<file path="src/rtl/rr_route_arbiter_pkg.sv">
// rr_route_arbiter_pkg
// Shared constants and helpers for the round-robin route arbiter between the
// four input FIFOs and the four output FIFOs of the PCIe layer.
//   NUM_FIFOS   : FIFOs per bank
//   DEST_W      : width of the destination field at the top of each word
//   DEST_MSB    : destination MSB for the default 10-bit word
//   get_dest    : extract the destination index of a word given its MSB position
//   to_onehot   : index -> one-hot strobe
//   from_onehot : one-hot strobe -> index
package rr_route_arbiter_pkg;

    localparam int NUM_FIFOS         = 4;
    localparam int DEST_W            = 2;
    localparam int DEFAULT_WORD_SIZE = 10;
    localparam int DEST_MSB          = DEFAULT_WORD_SIZE - 1;

    typedef logic [DEST_W-1:0]    fifo_idx_t;
    typedef logic [NUM_FIFOS-1:0] fifo_mask_t;

    // The word is passed zero-extended so one helper serves any WORD_SIZE.
    function automatic fifo_idx_t get_dest(input logic [63:0] word, input int msb);
        return DEST_W'(word >> (msb - DEST_W + 1));
    endfunction

    function automatic fifo_mask_t to_onehot(input fifo_idx_t idx);
        return NUM_FIFOS'(1) << idx;
    endfunction

    function automatic fifo_idx_t from_onehot(input fifo_mask_t oh);
        fifo_idx_t idx;
        idx = '0;
        for (int i = 0; i < NUM_FIFOS; i++) begin
            if (oh[i]) begin
                idx = DEST_W'(i);
            end
        end
        return idx;
    endfunction

endpackage

</file>
<file path="src/rtl/rr_route_arbiter_rr_pick.sv">
// rr_pick
// Combinational 4-way round-robin picker. The search starts one past the
// last granted index and wraps; the first requester found wins.
//   req     : request mask
//   ptr     : index of the last grant
//   gnt     : one-hot grant (zero when nobody requests)
//   gnt_idx : index of the grant (equals ptr when nothing is granted)
//   any     : a grant was made
module rr_pick
    import rr_route_arbiter_pkg::*;
(
    input  logic [NUM_FIFOS-1:0] req,
    input  logic [DEST_W-1:0]    ptr,
    output logic [NUM_FIFOS-1:0] gnt,
    output logic [DEST_W-1:0]    gnt_idx,
    output logic                 any
);

    logic [DEST_W-1:0] cand;

    // Offset k = 1..4 visits ptr+1, ptr+2, ptr+3 and finally ptr itself, so
    // a lone requester sitting at ptr is still granted every cycle.
    always_comb begin
        gnt     = '0;
        gnt_idx = ptr;
        any     = 1'b0;
        cand    = ptr;
        for (int k = 1; k <= NUM_FIFOS; k++) begin
            cand = ptr + DEST_W'(k);
            if (!any && req[cand]) begin
                any     = 1'b1;
                gnt     = to_onehot(cand);
                gnt_idx = cand;
            end
        end
    end

endmodule

</file>
<file path="src/rtl/rr_route_arbiter.sv">
// rr_route_arbiter
// Round-robin scheduler moving words from input FIFOs 1..4 to output FIFOs
// 5..8. At most one pop per cycle; the word's top two bits select the output
// FIFO. Pop-to-push latency is two cycles (one for the FIFO read, one for the
// output register).
// Optional feature macro: ARB_STALL_CNT_EN adds a saturating stall counter.
// Ports:
//   clk, reset_L     : clock, asynchronous active-low reset
//   active           : layer FSM is ACTIVE; low blocks new pops
//   in_empty         : input FIFO empty flags
//   in_data          : input FIFO read data, slice i belongs to input i
//   out_almost_full  : output FIFO almost_full flags
//   in_rd            : one-hot pop strobe
//   out_wr           : one-hot push strobe
//   out_data         : word pushed to the output bank
//   busy             : a word is in flight
//   stall_cnt        : (ARB_STALL_CNT_EN only) cycles blocked by almost_full
module rr_route_arbiter
    import rr_route_arbiter_pkg::*;
#(
    parameter int WORD_SIZE  = 10,
    parameter int FIFO_UNITS = 4
)
(
    input  logic                            clk,
    input  logic                            reset_L,
    input  logic                            active,
    input  logic [FIFO_UNITS-1:0]           in_empty,
    input  logic [FIFO_UNITS*WORD_SIZE-1:0] in_data,
    input  logic [FIFO_UNITS-1:0]           out_almost_full,
    output logic [FIFO_UNITS-1:0]           in_rd,
    output logic [FIFO_UNITS-1:0]           out_wr,
    output logic [WORD_SIZE-1:0]            out_data,
    output logic                            busy
`ifdef ARB_STALL_CNT_EN
    ,
    output logic [7:0]                      stall_cnt
`endif
);

    logic [DEST_W-1:0]    ptr;
    logic [DEST_W-1:0]    g1;
    logic                 v1;
    logic [NUM_FIFOS-1:0] eligible;
    logic [NUM_FIFOS-1:0] gnt;
    logic [DEST_W-1:0]    gnt_idx;
    logic                 any_gnt;
    logic [WORD_SIZE-1:0] cur_word;

    // The destination is unknown until the word is read, so any almost_full
    // blocks every pop; the output thresholds leave room for two in-flight words.
    assign eligible = (active && out_almost_full == '0) ? ~in_empty : '0;

    rr_pick u_pick (
        .req     (eligible),
        .ptr     (ptr),
        .gnt     (gnt),
        .gnt_idx (gnt_idx),
        .any     (any_gnt)
    );

    // Gated by reset so a pop strobe cannot leak out while reset is held.
    assign in_rd = reset_L ? gnt : '0;

    assign cur_word = WORD_SIZE'(in_data >> (32'(g1) * WORD_SIZE));

    // Stage 1 remembers which FIFO was popped; stage 2 registers that FIFO's
    // data (valid one cycle after the pop) and strobes the addressed output.
    always_ff @(posedge clk or negedge reset_L) begin
        if (!reset_L) begin
            ptr      <= 2'd3;
            g1       <= '0;
            v1       <= 1'b0;
            out_wr   <= '0;
            out_data <= '0;
        end else begin
            v1 <= any_gnt;
            if (any_gnt) begin
                ptr <= gnt_idx;
                g1  <= gnt_idx;
            end
            if (v1) begin
                out_wr   <= to_onehot(get_dest(64'(cur_word), WORD_SIZE - 1));
                out_data <= cur_word;
            end else begin
                out_wr <= '0;
            end
        end
    end

    assign busy = v1 | (|out_wr);

`ifdef ARB_STALL_CNT_EN
    // Counts cycles where data is waiting but almost_full holds it back.
    always_ff @(posedge clk or negedge reset_L) begin
        if (!reset_L) begin
            stall_cnt <= '0;
        end else if (active && !(&in_empty) && (|out_almost_full) && stall_cnt != 8'hFF) begin
            stall_cnt <= stall_cnt + 8'd1;
        end
    end
`endif

endmodule

</file>
<file path="config.mk">
export PLATFORM = sky130hd
export DESIGN_NAME = rr_route_arbiter
export DESIGN_NICKNAME = d
export VERILOG_FILES = /design/src/rtl/rr_route_arbiter_pkg.sv /design/src/rtl/rr_route_arbiter_rr_pick.sv /design/src/rtl/rr_route_arbiter.sv
export SDC_FILE = /design/constraint.sdc
export NUM_CORES = 1
export LEC_CHECK = 0
export CAP_MARGIN = 5
export CELL_PAD_IN_SITES_DETAIL_PLACEMENT = 1
export CELL_PAD_IN_SITES_GLOBAL_PLACEMENT = 2
export CORE_AREA = 2 2 105 66
export DETAILED_ROUTE_END_ITERATION = 6
export DIE_AREA = 0 0 107 68
export GPL_ROUTABILITY_DRIVEN = 0
export GPL_TIMING_DRIVEN = 0
export HOLD_SLACK_MARGIN = 0.02
export PLACE_DENSITY = 0.81
export SLEW_MARGIN = 20
export SYNTH_ARGS = -nofsm -noshare
export SYNTH_HDL_FRONTEND = slang
export SYNTH_HIERARCHICAL = 1
export SYNTH_SLANG_ARGS = --single-unit
</file>
<file path="constraint.sdc">
create_clock -name clk -period 3.29 [get_ports clk]
set_input_delay 0.4935 -clock clk [delete_from_list [all_inputs] [get_ports clk]]
set_output_delay 0.4935 -clock clk [all_outputs]
set_load 0.01 [all_outputs]
</file>
==> out/results.tsv, run 1 <==
stage	metric	value	unit
run_status	outcome	completed	
place	pre_cts_ws	-0.4984	ns
logic_synthesis	syn_area_per_cell	11.33	um^2
layout	n_antenna_cell	0	
setup_path	cp.required	2.80	ns
routing	antenna_left	0	
global_route	grt_max_degree	24	
setup_path	worstSetupEndpointType	output port	
pwr	p_switching	498.7	uW
place	port_buffers	69	
pwr	p_int	949.5	uW
pwr	power_density	558.6	mW/mm^2
layout	final_layout_size_suffix_gt1_share	26.67	%
logic_synthesis	synthArstFlopShare	100.0	%
layout	design_area	0.002592	mm^2
routing	drt_wl_total	4.303	mm
pwr	ir_drop	0.0001839	V
die	die_w	107	um
global_route	antenna_found_initial	0	
sta	max_freq	0.3139	GHz
die	fp-row-count	23	
logic_synthesis	synthXorXnorAreaFrac	0.5902	%
place	place_area	0.002283	mm^2
logic_synthesis	synth_top_family_by_area	multiplexers	
pwr	pwr-share-seq	26.8	%
routing	vias	1389	
sta	max_slew_margin	33.25	%
layout	area_delta_synth_final	74.71	%
sta	finalSetupViolCount	0	
die	die_height	68	um
setup_path	path_common_cell	buf_6	
pwr	finalPower	1.448	mW
cts	clk_latency	0.26	ns
routing	detail_route.first_pass.iterations	4	
logic_synthesis	synth_fp_nets	190	
logic_synthesis	synth_mux_area_share	32.46	%
setup_path	max_stage_delay	0.61	ns
logic_synthesis	synth_warnings	6	
cts	clockBufferDepth	2	
place	dp_hpwl	3.211	mm
hold_path	hold_depth	1	
setup_path	startpoint_type	register	
layout	fillerInstances	705	
logic_synthesis	syn_inst	131	
logic_synthesis	synth_compound_area_share	8.516	%
logic_synthesis	synth_simple_gate_area_share	14.33	%
routing	viasPerCell	4.452	
die	io_pins	70	
cts	root_buffer	clkbuf_8	
sta	setup_ws	0.1042	ns
global_route	grt_pass1_vias	1360	
cts	ctsHoldBuffers	0	
logic_synthesis	seq_area_frac_synth	32.21	%
sta	fin_worst_skew	0.004914	ns
routing	drt_iter0_drc	50	
flow_run	drv_cap	0	
cts	clkTransAtPathRegs	0.07	ns
cts	cts_buffers	3	
setup_path	crit_arrival	2.69	ns
pwr	p_sw_share	34.44	%
logic_synthesis	ys_types	30	
global_route	globalRouteTotalUtil	11.71	%
hold_path	min_path_type	register to register	
die	dieArea	0.007276	mm^2
logic_synthesis	synth_edf_count	0	
setup_path	rr_worst_depth	10	
pwr	clkPwrFrac	11.3	%
layout	final_util	40.40	%
cts	tritoncts	yes	
die	coreArea	0.006417	mm^2
sta	period_minus_slack	3.186	ns
cts	htree_num_levels	1	
setup_path	critPathMaxFanout	7	
global_route	overflow	0	
global_route	grt_pass1_wl	6.644	mm
logic_synthesis	synthAdderAreaFrac	6.745	%
logic_synthesis	synth_flop_cell	dfrtp_1	
pwr	p_leak	1.092	nW
sta	setup_tns	0	ns
setup_path	crit_chain	buf_8, buf_6, mux4_2, buf_6, a21oi_1, o21ai_0, a22o_1, and2_1, dlygate4sd2_1	
logic_synthesis	synth_area	0.001484	mm^2
sta	tightest_slew	0.9981	ns
logic_synthesis	ys_ff_latch	19	
routing	wl_per_cell	13.79	um
setup_path	slowest_stage	mux4_2	
layout	nets	285	
die	initial_core_util	23.12	%
sta	slew_violations	0	
pwr	combPwrFrac	61.9	%
sta	finalCritPeriodShare	96.83	%
sta	hold_viol_final	0	
setup_path	criticalPathCategory	register to output port	
cts	clock_sinks	19	
routing	drc_errors	0	
kinds of logic (layout without fill, tap and decap cells):
group / Yosys count / in the layout
AO/OA/AOI/OAI: 19 / 19
XOR/XNOR: 1 / 1
adder cells (fa/ha/maj): 8 / 8
buffers and inverters: 16 / 110
flip-flops: 19 / 19
multiplexers: 26 / 26
AND/OR/NAND/NOR: 42 / 42
cell usage in the layout (no fill, tap or decap), drive strengths merged, types with 3 or more instances in the layout:
cell,n
mux2,10
o21ai,7
o211ai,3
buf,27
and2,5
nand2b,3
nand2,14
a22o,4
clkdlybuf4s50,60
clkbuf,5
inv,11
ha,8
nor2,11
dlygate4sd2,5
dfrtp,17
mux4,14
state kept, by name (all words and copies together), names as in the netlist:
name,count
v1,1
out_data,10
out_wr,4
g1,2
ptr,2
power groups by stage:
stage	Combinational (mW)	Sequential, mW	Clock [mW]
2_1_floorplan	0.426	0.431	0
3_3_place_gp	0.764	0.411	0
3_5_place_dp	0.768	0.417	0
4_1_cts	0.848	0.387	0.171
5_1_grt	0.979	0.403	0.182
6_report	0.896	0.388	0.164
cell usage after synthesis, types with 2 or more instances:
library cell | n | area share, %
o211ai_1 | 3 | 1.5
o21ai_0 | 7 | 2.4
mux4_2 | 5 | 7.6
buf_6 | 2 | 1.5
a21oi_1 | 2 | 0.67
nand2_1 | 14 | 3.5
mux2_2 | 10 | 7.6
clkbuf_1 | 2 | 0.51
or2b_1 | 2 | 1.0
dfrtp_1 | 17 | 29
mux2i_1 | 2 | 1.3
nor3_1 | 2 | 0.67
and2_1 | 4 | 1.7
nor4_1 | 2 | 0.84
nand2b_1 | 3 | 1.3
ha_1 | 8 | 6.7
nor2_1 | 11 | 2.8
a22o_1 | 4 | 2.4
dfstp_2 | 2 | 3.5
inv_1 | 11 | 2.8
mux4_1 | 9 | 16
layer usage:
layer / share of wire (%) / GRT usage (%) / vias to the layer above
met5: 0 / 0 / -
met4: 0.30 / 1.461 / 0
met3: 4.5 / 3.048 / 2
met2: 48 / 19.59 / 40
met1: 47 / 15.88 / 674
li1: - / - / 673
what timing repair did:
action | 4_1_cts | 5_1_grt
resized for setup | 37 | 7
setup buffers | 11 | 10
setup endpoints to repair | 4 | 4
pin swaps | 10 | 5
worst paths after layout:
check	start	endpoint	slack (ns)
max in group asynchronous	reset_L	out_data[0]	1.90
setup / recovery	ptr[0]	in_rd[2]	0.10
hold reg to reg	out_data[5]	out_data[5]	0.51
hold / removal	out_data[5]	out_data[5]	0.51
min in group asynchronous	reset_L	out_data[2]	0.78
setup reg to reg	ptr[0]	g1[0]	0.89
stage by stage:
stage | hold WS, ns | cells
2_1_floorplan | 0.1979 | 131
3_3_place_gp | 0.4900 | 287
3_5_place_dp | 0.4962 | 287
4_1_cts | 0.5171 | 302
5_1_grt | 0.5280 | 312
6_report | 0.5102 | 312
area by class of cell:
class	count	area, um^2	share of cell area [%]
repair buffers	90	857.1	33.06
inverters	11	43.79	1.689
multi-input cells	96	1013	39.09
plain buffers	5	45.04	1.737
flip-flops and latches	19	478.0	18.44
well taps	87	108.9	4.199
clock inverters	1	5.005	0.1930
clock buffers	3	41.29	1.593
worst max-delay path: cells and delay by family (launching register included):
family | cells | cell delay [ns]
buffers and inverters | 4 | 0.70
muxes | 1 | 0.61
DFF | 1 | 0.56
AOI/OAI and AO/OA | 3 | 0.42
and+or+nand+nor | 1 | 0.15
Power figures use the tool's default switching activity.
==> run 2, diff against run 1 <==
--- a/config.mk
+++ b/config.mk
@@ -8,13 +8,13 @@
 export CAP_MARGIN = 5
 export CELL_PAD_IN_SITES_DETAIL_PLACEMENT = 1
 export CELL_PAD_IN_SITES_GLOBAL_PLACEMENT = 2
-export CORE_AREA = 2 2 105 66
+export CORE_AREA = 2 2 82 84
 export DETAILED_ROUTE_END_ITERATION = 6
-export DIE_AREA = 0 0 107 68
+export DIE_AREA = 0 0 84 86
 export GPL_ROUTABILITY_DRIVEN = 0
 export GPL_TIMING_DRIVEN = 0
 export HOLD_SLACK_MARGIN = 0.02
-export PLACE_DENSITY = 0.81
+export PLACE_DENSITY = 0.8
 export SLEW_MARGIN = 20
 export SYNTH_ARGS = -nofsm -noshare
 export SYNTH_HDL_FRONTEND = slang
==> run 2 against run 1 <==
- final cell count down 5.1%
- sequential power about the same
- register-to-register slack better by 0.03 ns
- clock skew barely moved
- non-clock buffer count is 6 lower
- setup slack better by 0.021 ns
- hold slack got worse by 0.0044 ns
- die area fell by 0.71%
==> out/results.tsv, run 2 (synthesis gave the netlist of run 1 again) <==
stage	metric	value	unit	change
sta	finalCritPeriodShare	96.20	%	was 96.83%
routing	drc_errors	0		unchanged
sta	max_freq	0.3160	GHz	was 0.3139 GHz
die	fp-row-count	29		was 23
layout	largest_reg_flops	10		unchanged
setup_path	crit_arrival	2.67	ns	was 2.69 ns
global_route	globalRouteTotalUtil	12.20	%	was 11.71%
setup_path	cp.required	2.80	ns	about the same
setup_path	worstSetupEndpointType	output port		unchanged
routing	vias	1369		was 1389
pwr	combPwrFrac	62.3	%	was 61.9%
global_route	overflow	0		unchanged
die	dieArea	0.007224	mm^2	was 0.007276 mm^2
sta	setup_ws	0.1252	ns	was 0.1042 ns
layout	largestRegisters	out_data: 10 flops, out_wr: 4 flops		unchanged
layout	nets	279		was 285
run_status	outcome	completed		unchanged
pwr	p_switching	500.3	uW	was 498.7 uW
routing	detail_route.first_pass.iterations	4		unchanged
pwr	clkPwrFrac	10.9	%	was 11.3%
cts	tritoncts	yes		unchanged
place	dp_hpwl	3.303	mm	was 3.211 mm
setup_path	reg2reg_from	ptr[0]		unchanged
pwr	p_leak	1.053	nW	was 1.092 nW
layout	largest-register	out_data		unchanged
routing	viasPerCell	4.625		was 4.452
sta	slew_violations	0		unchanged
setup_path	rr_worst_depth	9		was 10
setup_path	r2r_end	g1[0]		unchanged
routing	antenna_left	0		unchanged
sta	tightest_slew	0.9694	ns	was 0.9981 ns
place	port_buffers	69		unchanged
layout	area_delta_synth_final	68.47	%	was 74.71%
sta	fin_worst_skew	0.004831	ns	was 0.004914 ns
setup_path	setup.worst_path.start	active		was ptr[0]
global_route	grt_pass1_vias	1445		was 1360
setup_path	critPathCapture	in_rd[1]		was in_rd[2]
sta	period_minus_slack	3.165	ns	was 3.186 ns
layout	final_layout_size_suffix_gt1_share	24.66	%	was 26.67%
die	io_pins	70		unchanged
setup_path	startpoint_type	input pin		was register
pwr	ir_drop	0.0002754	V	was 0.0001839 V
die	coreArea	0.006277	mm^2	was 0.006417 mm^2
cts	htree_num_levels	1		unchanged
cts	ctsHoldBuffers	0		unchanged
layout	mostFrequentLayoutCells	clkdlybuf4s50_1 (61), dfrtp_1 (17), buf_4 (14)		was clkdlybuf4s50_1 (60), dfrtp_1 (17), buf_4 (16)
setup_path	criticalPathCategory	input pin to output port		was register to output port
die	die_w	84	um	was 107 um
global_route	grt_max_degree	24		unchanged
pwr	power_density	581.0	mW/mm^2	was 558.6 mW/mm^2
routing	drt_wl_total	4.341	mm	was 4.303 mm
place	pre_cts_ws	-0.4929	ns	was -0.4984 ns
cts	clock_sinks	19		unchanged
routing	wl_per_cell	14.67	um	was 13.79 um
cts	clockBufferDepth	2		unchanged
routing	drt_iter0_drc	54		was 50
global_route	antenna_found_initial	0		unchanged
die	die_height	86	um	was 68 um
pwr	p_sw_share	34.44	%	about the same
cts	cts_buffers	3		unchanged
sta	max_slew_margin	35.17	%	was 33.25%
layout	layout_commonest_cell	clkdlybuf4s50_1		unchanged
global_route	grt_pass1_wl	7.100	mm	was 6.644 mm
die	initial_core_util	23.64	%	was 23.12%
cts	clkTransAtPathRegs	0.06	ns	was 0.07 ns
layout	n_antenna_cell	0		unchanged
cts	clk_latency	0.25	ns	was 0.26 ns
pwr	p_int	952.2	uW	was 949.5 uW
setup_path	r2r_setup_slack	0.92	ns	was 0.89 ns
flow_run	drv_cap	0		unchanged
sta	finalSetupViolCount	0		unchanged
hold_path	min_path_type	register to register		unchanged
setup_path	critPathMaxFanout	5		was 7
cts	root_buffer	clkbuf_8		unchanged
pwr	pwr-share-seq	26.8	%	about the same
sta	hold_viol_final	0		unchanged
sta	rsz0062_at_grt	yes		
sta	hold-worst-slack	0.5057	ns	was 0.5102 ns
## run 2: cell type report
| type | instances | area (um^2) |
|---|---|---|
| tap | 77 | 96.34 |
| timing repair buffer | 84 | 797.0 |
| buffer | 5 | 45.04 |
| sequential | 19 | 478.0 |
| inverter | 11 | 45.04 |
| multi-input combinational | 96 | 993.5 |
| fill | 703 | 3777 |
| clock buffer | 4 | 45.04 |
## run 2: power groups by stage
stage	clock network [mW]	logic, mW	registers [mW]
5_1_grt	0.177	0.981	0.403
2_1_floorplan	0	0.426	0.431
3_3_place_gp	0	0.764	0.411
6_report	0.159	0.904	0.389
4_1_cts	0.166	0.844	0.390
3_5_place_dp	0	0.769	0.417
## run 2: per-stage QoR
stage	power (mW)	util (%)	setup TNS (ns)	cells	instance area (um^2)
final	1.453	39.82	0	296	2500
after global routing	1.561	39.82	-0.01659	296	2500
after CTS	1.400	38.71	0	289	2430
after detailed placement	1.187	36.18	-1.876	277	2271
after global placement	1.176	36.18	-1.775	277	2271
after floorplan	0.8577	-	0	131	1484
## run 2: repair_timing
item | CTS | global route
endpoints found under the setup margin | 4 | 4
gates cloned | 0 | 0
gates resized for setup | 33 | 6
pin swaps | 6 | 6
setup buffers | 8 | 7
## run 2: worst max-delay path, cell delays in order
cell and delay [ns]:
clkdlybuf4s50_1 0.41, nand2_2 0.18, nor2_4 0.06, mux4_2 0.57, or3b_4 0.45, o211ai_1 0.11
a22o_1 0.15, and2_1 0.11, buf_2 0.13
## run 2: metal layers
layer | track usage (%) | part of all wire [%] | wire length [um]
met1 | 14.65 | 45 | 1943
met2 | 22.11 | 48 | 2076
met3 | 2.791 | 7.0 | 305
met4 | 3.079 | 0.37 | 16
met5 | 0 | 0 | 0
## run 2: worst min path at each step
stage | from | end | slack (ns) | cells after the start
2_1_floorplan | reset_L | g1[0] | 0.20 | 0
3_3_place_gp | out_data[1] | out_data[1] | 0.49 | 1
3_5_place_dp | out_data[1] | out_data[1] | 0.50 | 1
4_1_cts | out_data[1] | out_data[1] | 0.51 | 1
5_1_grt | out_data[1] | out_data[1] | 0.52 | 1
6_report | out_data[8] | out_data[8] | 0.51 | 1
